<file path="src/rtl/piece_locker.sv">
// piece_locker
// Writes the set cells of a 4x4 tetromino shape into a row-major grid
// memory, then hands off to a downstream line-clear stage and waits for
// it to finish.
//
// Parameters
//   LINE_1      grid address of row 0 / col 0
//   LINE_OFFSET address stride between rows
//   LINE_WIDTH  playable columns per row
//   LINE_COUNT  playable rows
//
// Ports
//   clk        sole clock, rising edge
//   rst        synchronous, active-low reset
//   lock       start request, honoured only while idle
//   piece_row  row of shape cell (0,0), 0 = top
//   piece_col  column of shape cell (0,0)
//   shape      4x4 occupancy mask, bit r*4+c = cell (r,c)
//   color      block value written to the grid (must be nonzero)
//   cleared    line-clear complete, from the downstream stage
//   we/addr/data_out  grid memory write port
//   clear_en   enable to the line-clear stage
//   busy       high whenever not idle
//   done       one-cycle completion pulse
//   err        sticky: an out-of-range set cell or zero color on the last lock
module piece_locker #(
    parameter logic [7:0] LINE_1      = 8'd1,
    parameter logic [7:0] LINE_OFFSET = 8'd12,
    parameter logic [3:0] LINE_WIDTH  = 4'd10,
    parameter logic [4:0] LINE_COUNT  = 5'd20
) (
    input  logic        clk,
    input  logic        rst,
    input  logic        lock,
    input  logic [4:0]  piece_row,
    input  logic [3:0]  piece_col,
    input  logic [15:0] shape,
    input  logic [7:0]  color,
    input  logic        cleared,
    output logic        we,
    output logic [7:0]  addr,
    output logic [7:0]  data_out,
    output logic        clear_en,
    output logic        busy,
    output logic        done,
    output logic        err
);

    localparam logic [2:0] S_IDLE  = 3'd0;
    localparam logic [2:0] S_LOAD  = 3'd1;
    localparam logic [2:0] S_WRITE = 3'd2;
    localparam logic [2:0] S_CLEAR = 3'd3;
    localparam logic [2:0] S_DONE  = 3'd4;

    logic [2:0]  state_q, state_d;
    logic [3:0]  idx_q, idx_d;
    logic [4:0]  row_q, row_d;
    logic [3:0]  col_q, col_d;
    logic [15:0] shape_q, shape_d;
    logic [7:0]  color_q, color_d;
    logic        we_q, we_d;
    logic [7:0]  addr_q, addr_d;
    logic [7:0]  data_q, data_d;
    logic        clear_en_q, clear_en_d;
    logic        busy_q, busy_d;
    logic        done_q, done_d;
    logic        err_q, err_d;

    // Cell geometry for the current index, widened so nothing wraps.
    logic [5:0] row_sum;
    logic [4:0] col_sum;
    logic [8:0] row_prod;
    logic [8:0] cell_addr;
    logic       cell_in_range;

    always_comb begin
        row_sum       = {1'b0, row_q} + {4'b0, idx_q[3:2]};
        col_sum       = {1'b0, col_q} + {3'b0, idx_q[1:0]};
        row_prod      = {3'b0, row_sum} * {1'b0, LINE_OFFSET};
        cell_addr     = {1'b0, LINE_1} + row_prod + {4'b0, col_sum};
        cell_in_range = (row_sum < {1'b0, LINE_COUNT}) &&
                        (col_sum < {1'b0, LINE_WIDTH});
    end

    always_comb begin
        state_d    = state_q;
        idx_d      = idx_q;
        row_d      = row_q;
        col_d      = col_q;
        shape_d    = shape_q;
        color_d    = color_q;
        we_d       = 1'b0;
        addr_d     = 8'd0;
        data_d     = 8'd0;
        clear_en_d = 1'b0;
        done_d     = 1'b0;
        err_d      = err_q;

        case (state_q)
            S_IDLE: begin
                if (lock) begin
                    state_d = S_LOAD;
                end
            end
            S_LOAD: begin
                row_d   = piece_row;
                col_d   = piece_col;
                shape_d = shape;
                color_d = color;
                err_d   = 1'b0;
                idx_d   = 4'd0;
                state_d = S_WRITE;
            end
            S_WRITE: begin
                if (shape_q[idx_q]) begin
                    if (cell_in_range && (color_q != 8'd0)) begin
                        we_d   = 1'b1;
                        addr_d = cell_addr[7:0];
                        data_d = color_q;
                    end else begin
                        err_d = 1'b1;
                    end
                end
                idx_d = idx_q + 4'd1;
                if (idx_q == 4'd15) begin
                    state_d = S_CLEAR;
                end
            end
            S_CLEAR: begin
                // Only a cleared seen while clear_en is already asserted
                // counts, so a stale cleared cannot skip the handshake.
                if (clear_en_q && cleared) begin
                    clear_en_d = 1'b0;
                    state_d    = S_DONE;
                end else begin
                    clear_en_d = 1'b1;
                end
            end
            S_DONE: begin
                done_d  = 1'b1;
                state_d = S_IDLE;
            end
            default: begin
                state_d = S_IDLE;
            end
        endcase

        // Registered from the next state so busy tracks state_q exactly.
        busy_d = (state_d != S_IDLE);
    end

    always_ff @(posedge clk) begin
        if (!rst) begin
            state_q    <= S_IDLE;
            idx_q      <= 4'd0;
            row_q      <= 5'd0;
            col_q      <= 4'd0;
            shape_q    <= 16'd0;
            color_q    <= 8'd0;
            we_q       <= 1'b0;
            addr_q     <= 8'd0;
            data_q     <= 8'd0;
            clear_en_q <= 1'b0;
            busy_q     <= 1'b0;
            done_q     <= 1'b0;
            err_q      <= 1'b0;
        end else begin
            state_q    <= state_d;
            idx_q      <= idx_d;
            row_q      <= row_d;
            col_q      <= col_d;
            shape_q    <= shape_d;
            color_q    <= color_d;
            we_q       <= we_d;
            addr_q     <= addr_d;
            data_q     <= data_d;
            clear_en_q <= clear_en_d;
            busy_q     <= busy_d;
            done_q     <= done_d;
            err_q      <= err_d;
        end
    end

    assign we       = we_q;
    assign addr     = addr_q;
    assign data_out = data_q;
    assign clear_en = clear_en_q;
    assign busy     = busy_q;
    assign done     = done_q;
    assign err      = err_q;

endmodule

</file>
<file path="config.mk">
export PLATFORM = sky130hd
export DESIGN_NAME = piece_locker
export DESIGN_NICKNAME = d
export VERILOG_FILES = /design/src/rtl/piece_locker.sv
export SDC_FILE = /design/constraint.sdc
export NUM_CORES = 1
export LEC_CHECK = 0
export BUFFER_PORTS_ARGS = -buffer_cell sky130_fd_sc_hd__buf_2
export CAP_MARGIN = 25
export CORE_UTILIZATION = 55
export DETAILED_ROUTE_END_ITERATION = 16
export GPL_TIMING_DRIVEN = 0
export PLACE_DENSITY = 0.8
export SLEW_MARGIN = 10
export SYNTH_ARGS = -nofsm -noshare
export SYNTH_HDL_FRONTEND = slang
export SYNTH_SLANG_ARGS = --single-unit
export TNS_END_PERCENT = 20
</file>
<file path="constraint.sdc">
create_clock -name clk -period 8.8 [get_ports clk]
set_input_delay 0.44 -clock clk [delete_from_list [all_inputs] [get_ports clk]]
set_output_delay 0.44 -clock clk [all_outputs]
set_load 0.01 [all_outputs]
</file>
Word level (Yosys, flattened, before mapping)
Index checks and enable logic that the tools add are counted.
{"block": "totals", "regBits": 61, "latch_bits": 0, "ramBits": 0, "rom_bits": 0, "inputBits": 37, "output_inout_bits": 21, "word_cells": 53, "memories": 0}
{"block": "classes", "n_addsub": 5, "mul": 1, "n_div": 0, "n_lt_le_gt_ge": 3, "n_eq_ne": 7, "shift": 0, "muxes": 13, "n_bitwise": 0, "n_reduce_logical": 11}
{"cell": "3-bit case mux with 4 select lines", "n": 1}
{"cell": "3-bit 2-to-1 mux", "n": 3}
{"cell": "1-bit by 8-bit adder with 8-bit output (first input constant)", "n": 1}
{"cell": "8-bit by 5-bit adder with 8-bit output", "n": 1}
{"cell": "4-bit case mux with 2 select lines", "n": 1}
{"cell": "8-bit nonzero test", "n": 1}
{"cell": "5-bit by 2-bit adder with 6-bit output", "n": 1}
{"cell": "3-bit by 2-bit equality test with 1-bit output (second input constant)", "n": 2}
{"cell": "6-bit by 5-bit < comparator with 1-bit output (second input constant)", "n": 1}
{"cell": "6-bit by 2-bit multiplier with 6-bit output (second input constant)", "n": 1}
{"cell": "1-bit 2-to-1 mux", "n": 6}
{"cell": "3-bit AND reduction", "n": 2}
{"cell": "4-bit by 2-bit adder with 5-bit output", "n": 1}
{"cell": "4-bit by 5-bit < comparator with 1-bit output (second input constant)", "n": 1}
{"cell": "5-bit by 4-bit < comparator with 1-bit output (second input constant)", "n": 1}
{"cell": "4-bit by 1-bit adder with 4-bit output (second input constant)", "n": 1}
{"cell": "1-bit binary-select mux with 4-bit select", "n": 1}
{"cell": "4-bit equality test (second input constant)", "n": 1}
{"cell": "2-bit inequality test (second input constant)", "n": 2}
{"cell": "4-bit AND reduction", "n": 1}
{"cell": "3-bit by 1-bit equality test with 1-bit output (second input constant)", "n": 1}
{"cell": "3-bit equality test (second input constant)", "n": 1}
{"cell": "1-bit logical AND", "n": 3}
{"cell": "3-bit zero test", "n": 1}
{"cell": "4 further kinds", "n": 4}

Depth between registers and ports, before layout
Gate-level depths: netlist of run 1.
{"block": "logic_depth", "word_depth": 7, "mapped_depth": 12}

Worst setup path after synthesis of run 1
Ideal clock, no wire load.
{"block": "synth_path", "path_kind": "reg-to-reg", "startpoint": "register idx_q[2]", "endpoint": "register addr_q[7] (netlist: addr[7])", "t_arrival_ps": 2645, "required_ps": 8675, "setup_slack_ps": 6030, "path_stages_with_launch": 10, "path_buffers": 0, "cell_sequence": "dfxtp_1 ha_1 fa_1 ha_1 fa_1 ha_1 or3_1 o221ai_1 o21ai_0 nor3b_1"}
{"block": "synth_between", "elab_chain_cells": 5, "word_cells_on_any_way": 10, "cone_classes": "add/sub: 3; mul: 1; order compare: 1; mux: 2; reduce/logical: 3"}
{"element": "from (decl)", "line_no": "56", "text": "logic [3:0] idx_q, idx_d;"}
{"element": "from (signal assigned)", "line_no": "169", "text": "idx_q <= idx_d;"}
{"element": "parallel branches: the longest is 5 deep, another holds 1-bit by 8-bit adder with 8-bit output"}
{"element": "to (signal assigned)", "line_no": "175", "text": "addr_q <= addr_d;"}
{"element": "to (decl)", "line_no": "62", "text": "logic [7:0] addr_q, addr_d;"}
Parallel ways; which one is timed is not known. The select of a mux whose other input is x is not followed.
A chain may end at the register's enable or synchronous reset.

Final worst setup path of run 1
Ends and elaborated chain as after synthesis.

==> flow_metrics.py, run 1 <==
metrics = {
    "status": {
        "outcome": "finished clean",
    },
    "clock_tree": {
        "post_cts_resized": 0,
        "postCtsSetupBuffers": 0,
        "clock_sinks": 61,
        "cts_hold_buf": 0,
        "cts_made_buffers": 9,
        "cts-root-buf": "clkbuf_8",
        "cts.clk_slew.worst_paths_ps": 70,
        "cts_tree": "done",
        "clock_latency_ps": 340,
        "clockBufferDepth": 2,
        "ctsHtreeMaxLevel": 3,
    },
    "floorplan": {
        "core-area_um2": 4848,
        "start_util_pct": 58.68,
        "die_w_um": 73.93,
        "dieArea_um2": 5465,
        "placementRows": 25,
        "fp.dieH_um": 73.93,
        "io_pins": 58,
    },
    "logic_synthesis": {
        "yosysSeqAreaShare_pct": 42.92,
        "syn_nets": 367,
        "ys_seq_elements": 61,
        "synth-edff-count": 0,
        "synth-async-reset-ratio_pct": 0,
        "synth_ff_type": "dfxtp_1",
        "synthCells": 312,
        "syn_avg_cell_area_um2": 9.119,
        "synth_warnings": 0,
        "ys_types": 48,
        "netlist_area_um2": 2845,
    },
    "timing": {
        "fin_crit_sh_pct": 33.45,
        "max_slew_margin_pct": 35.73,
        "rsz0062_at_grt": "no",
        "timing.final.ws_setup_ps": 5857,
        "setup_tns_ps": 0,
        "hold_viol_final": 0,
        "setup_viol": 0,
        "fin_skew_ps": 9.849,
        "period_minus_slack_ps": 2943,
        "tightest_slew_ps": 961.9,
        "slew_viol_final": 0,
        "fmax_ghz": 0.3398,
    },
    "setup_path": {
        "reg2reg_depth": 9,
        "critPathCaptureType": "flop",
        "cp.required_ps": 9020,
        "crit_path_start_kind": "flop",
        "critical_path.max_fanout": 4,
        "critPathArrivalTime_ps": 3160,
        "critPathKind": "reg -> reg",
    },
    "routing": {
        "post_drt_via_cell_ratio": 5.108,
        "via_count": 2309,
        "drcViolationCount": 0,
        "drt-initial-drc-count": 69,
        "dr.pass1.iters": 4,
        "avgRoutedWirePerCell_um": 12.28,
        "wl_um": 5549,
        "detail-route-antenna-nets": 0,
    },
    "hold_path": {
        "hold_path_depth": 2,
        "min_path_type": "in -> reg",
    },
    "place": {
        "gp_congestion": 0.8017,
        "pre_cts_ws_ps": 5879,
        "hpwl_um": 4052,
        "io_buffers": 57,
        "dp_cells": 436,
    },
    "pwr": {
        "peakVddDrop_uv": 118.8,
        "power_density_nw_per_um2": 198.1,
        "power.leakage_nw": 1.544,
    },
    "final_layout": {
        "drive_gt1_share_pct": 22.08,
        "finalNonFillerCells": 452,
        "insertedDiodeCount": 0,
        "areaGrowthSynthToFinish_pct": 22.52,
        "final_cell_mix": "78 x nand2_1, 61 x dfxtp_1, 57 x buf_2, 33 x a21boi_0",
        "final_nets": 435,
        "fillerInstances": 371,
        "final_common_cell": "nand2_1",
    },
    "global_route": {
        "use_met2_pct": 36.87,
        "grt_pass1_vias": 2183,
        "grt-busiest-layer": "met2",
        "met3_usage_pct": 5.213,
        "grt_max_degree": 12,
        "grt.overflow.total": 0,
        "grtUsageMet1_pct": 28.60,
        "grt_usage_pct": 23.01,
        "antenna_found_initial": 0,
        "grt_pass1_wl_um": 9363,
    },
    "run": {
        "drv_cap": 0,
    },
}
==> path summary, 6_finish.rpt <==
check / slack, ps / endpoint / startpoint
setup reg to reg: 5860 / addr[7] / idx_q[2]
setup / recovery: 5860 / addr[7] / idx_q[2]
hold reg to reg: 450 / clear_en / clear_en
hold / removal: 280 / clear_en / cleared
==> stage by stage <==
stage / util [%] / hold WS [ps] / total power, mW / instance area, um^2
CTS: 71.90 / 270.8 / 0.6939 / 3486
global placement: 66.30 / 432.9 / 0.3596 / 3214
floorplan: - / 438.6 / 0.3401 / 2845
global route: 71.90 / 290.5 / 0.7131 / 3486
finish: 71.90 / 279.0 / 0.6905 / 3486
detailed placement: 66.30 / 443.0 / 0.3621 / 3214
==> kinds of logic after synthesis <==
group	after synthesis	synth area share [%]
simple gates	137	22.60
buf+inv	19	3.474
compound gates	58	15.13
mux	7	3.474
flops	61	42.92
fa+ha+maj	18	8.707
xor+xnor	12	3.694
==> per-layer routing <==
metal	wire, um	vias to the layer above	share of wire [%]
li1	-	1198	-
met1	2599	1042	47
met2	2644	57	48
met3	185	12	3.3
met4	120	0	2.2
met5	0	-	0
==> synthesized netlist by cell type, drive strengths merged, types with 3 or more instances <==
master,instances,area (um^2)
nand2,78,292.8
dfxtp,61,1221
a21boi,33,247.7
ha,15,187.7
nor2,15,56.30
clkbuf,12,55.05
and2,9,58.81
a21oi,7,35.03
xnor2,7,61.31
nand3,6,30.03
inv,5,21.27
mux2i,5,50.05
nor2b,5,31.28
xor2,5,43.79
a21o,4,30.03
and3,4,25.02
nor3b,4,35.03
fa,3,60.06
nand4,3,18.77
==> cell type report <==
type | instances | area [um^2] | share of cell area [%]
Clock inverter | 6 | 133.9 | 3.841
Buffer | 14 | 77.57 | 2.225
Multi-Input combinational cell | 232 | 1525 | 43.75
Inverter | 5 | 21.27 | 0.6102
Tap cell | 67 | 83.83 | 2.405
Clock buffer | 10 | 137.6 | 3.948
Sequential cell | 61 | 1221 | 35.03
Timing Repair Buffer | 57 | 285.3 | 8.184
==> flip-flops by register name, summed over array words and instances, names as in the netlist <==
register,count
addr,8
busy,1
clear_en,1
col_q,4
color_q,8
data_out,8
done,1
err,1
idx_q,4
row_q,5
shape_q,16
state_q,3
we,1
==> critical path, stage by stage (launching register included) <==
cell,delay [ps]
dfxtp_1,330
ha_1,220
fa_1,510
ha_1,260
fa_1,440
ha_1,230
or3_1,370
o221ai_1,210
o21ai_0,110
nor3b_1,140
==> power breakdown <==
group | switching, mW | internal (mW) | total (mW)
Combinational | 0.0342 | 0.0286 | 0.0628
Sequential | 0.00744 | 0.286 | 0.293
Clock | 0.110 | 0.224 | 0.334
No activity file was read; power rests on OpenSTA's default activity.
==> run 2, diff against run 1 <==
- ABC_AREA: unset -> 1
- CORE_UTILIZATION: 55 -> 54
- PLACE_DENSITY: 0.8 -> 0.79
- clock period: 8.8 -> 2.9 ns (I/O delays scaled with it)
==> flow_metrics.py, run 2 <==
metrics = {
    "floorplan": {
        "placementRows": 26,
        "fp.dieH_um": 74.81,
        "start_util_pct": 56.05,
        "core-area_um2": 5107,
        "die_w_um": 74.81,
        "io_pins": 58,
        "dieArea_um2": 5597,
    },
    "logic_synthesis": {
        "syn_avg_cell_area_um2": 7.675,
        "synth_most_common_cell": "inv_1",
        "yosys-top-cells-count": "62 x inv_1, 61 x dfxtp_1, 56 x nand2_1, 48 x a21oi_1, 35 x o21ai_0",
        "synth_area_leaders": "dfxtp_1 43%, a21oi_1 8.4%, inv_1 8.1%",
        "synthCells": 373,
        "synth_warnings": 0,
        "syn_nets": 428,
        "ys_types": 25,
        "netlist_area_um2": 2863,
        "ys_seq_elements": 61,
        "synth_top_area_cell": "dfxtp_1",
        "synth-async-reset-ratio_pct": 0,
        "synth_top_cell_area_share_pct": 42.66,
        "synth-edff-count": 0,
        "yosysSeqAreaShare_pct": 42.66,
        "synth_ff_type": "dfxtp_1",
    },
    "final_layout": {
        "fillerInstances": 419,
        "stdcell_area_um2": 3626,
        "final_common_cell": "inv_1",
        "largest-register": "shape_q",
        "final_cell_mix": "61 x inv_1, 60 x buf_2, 58 x dfxtp_1, 56 x nand2_1, 47 x a21oi_1",
        "insertedDiodeCount": 0,
        "drive_gt1_share_pct": 24.06,
        "largest_register_ff_count": 16,
        "areaGrowthSynthToFinish_pct": 26.66,
        "final_nets": 503,
    },
    "status": {
        "outcome": "finished, violations left",
        "violations": "negative setup slack",
    },
    "setup_path": {
        "regToRegEndpoint": "addr[7]",
        "cp.required_ps": 3170,
        "r2r_start": "idx_q[2]",
        "crit_path_start_kind": "flop",
        "critPathArrivalTime_ps": 3190,
        "critical_path.max_fanout": 4,
        "critPathKind": "reg -> reg",
        "reg2reg_depth": 13,
        "critPathCaptureType": "flop",
        "rrSetupSlack_ps": -20,
    },
    "routing": {
        "drt-initial-drc-count": 146,
        "detail-route-antenna-nets": 0,
        "drcViolationCount": 0,
        "dr.pass1.iters": 7,
        "post_drt_via_cell_ratio": 5.059,
        "wl_um": 6509,
        "avgRoutedWirePerCell_um": 12.45,
        "via_count": 2646,
    },
    "global_route": {
        "grt_pass1_wl_um": 10020,
        "grt_usage_pct": 24.25,
        "antenna_found_initial": 0,
        "grt_max_degree": 12,
        "grt_pass1_vias": 2359,
        "grt.overflow.total": 0,
    },
    "clock_tree": {
        "cts-root-buf": "clkbuf_8",
        "clockBufferDepth": 2,
        "cts_tree": "done",
        "clock_latency_ps": 350,
        "clock_sinks": 61,
        "ctsHtreeMaxLevel": 3,
        "cts_hold_buf": 0,
        "cts.clk_slew.worst_paths_ps": 70,
        "cts_made_buffers": 9,
    },
    "timing": {
        "slew_viol_final": 0,
        "fmax_ghz": 0.3427,
        "fin_hold_ws_ps": 41.80,
        "period_minus_slack_ps": 2918,
        "fin_crit_sh_pct": 100.6,
        "fin_skew_ps": 4.280,
        "hold_viol_final": 0,
        "setup_viol": 1,
        "max_slew_margin_pct": 70.31,
        "timing.final.ws_setup_ps": -18.25,
        "tightest_slew_ps": 445.4,
    },
    "place": {
        "io_buffers": 57,
        "placed_area_um2": 3236,
        "hpwl_um": 4420,
        "gp_congestion": 0.8279,
    },
    "hold_path": {
        "hold_path_depth": 3,
        "hp-start": "cleared",
        "whs_endpoint": "state_q[2]",
        "min_path_type": "in -> reg",
    },
    "run": {
        "drv_cap": 0,
    },
    "pwr": {
        "peakVddDrop_uv": 400.8,
        "finalPower_mw": 2.306,
        "power_density_nw_per_um2": 636.0,
        "power.leakage_nw": 1.715,
    },
}
[run 2: layout make-up]
cell class | count | area [um^2] | share of cell area (%)
tap | 70 | 87.58 | 2.415
clock buffer | 10 | 137.6 | 3.796
multi-input combinational | 237 | 1405 | 38.75
buffer | 13 | 60.06 | 1.656
inverter | 62 | 232.7 | 6.418
sequential | 61 | 1227 | 33.85
timing repair buffer | 64 | 341.6 | 9.420
clock inverter | 6 | 133.9 | 3.692
[run 2: critical path, stage by stage, from the launching register on]
cell and delay, ps:
dfxtp_4 360, ha_4 160, fa_2 580, ha_4 150
fa_1 450, ha_4 310, nand2_1 60, inv_2 60
nand4_1 110, nand3_1 150, nand3_2 100, nand2_1 80
nand3_1 90, nor2_1 170
[run 2: power breakdown]
group | internal (mW) | switching [mW] | leakage [nW] | total [mW]
Combinational | 0.139 | 0.213 | 1.08 | 0.352
Sequential | 0.888 | 0.0290 | 0.499 | 0.917
Clock | 0.681 | 0.356 | 0.136 | 1.04
[run 2: stage by stage]
| stage | TNS, ps | worst slack, ps | instances | utilization, % |
|---|---|---|---|---|
| after CTS | 0 | 7.415 | 518 | 69.77 |
| after global placement | -120.4 | -120.4 | 500 | 63.35 |
| after detailed placement | -206.0 | -195.4 | 500 | 63.35 |
| final | -18.25 | -18.25 | 523 | 70.99 |
| after global routing | -158.6 | -131.0 | 523 | 70.99 |
| after floorplan | 0 | 178.1 | 373 | - |
[run 2: worst max-delay path by stage]
stage	from	to	slack (ps)	cells past startpoint
6_report	idx_q[2]	addr[7]	-20	13
5_1_grt	idx_q[2]	addr[7]	-130	13
4_1_cts	idx_q[2]	addr[7]	7	13
3_5_place_dp	idx_q[2]	addr[7]	-200	13
3_3_place_gp	idx_q[2]	addr[7]	-120	13
2_1_floorplan	idx_q[2]	addr[7]	180	13
[run 2: cells by family after synthesis]
group / after synthesis / synth area share, %
compound gates: 86 / 15.30
xor+xnor: 8 / 2.447
fa+ha+maj: 18 / 8.654
buf+inv: 75 / 10.23
flops: 61 / 42.66
simple gates: 125 / 20.72
[run 2: what timing repair did]
action                     CTS  global route
resized for setup            8             7
cloned                       0             0
setup endpoints to repair    2             2
pin swaps                    3             7
buffers inserted             2             5
[run 2: per-layer routing]
| metal | wire (um) | global-route usage, % |
|---|---|---|
| met1 | 2903 | 28.63 |
| met2 | 3217 | 41.34 |
| met3 | 250 | 4.819 |
| met4 | 138 | 13.42 |
| met5 | 0 | 0 |
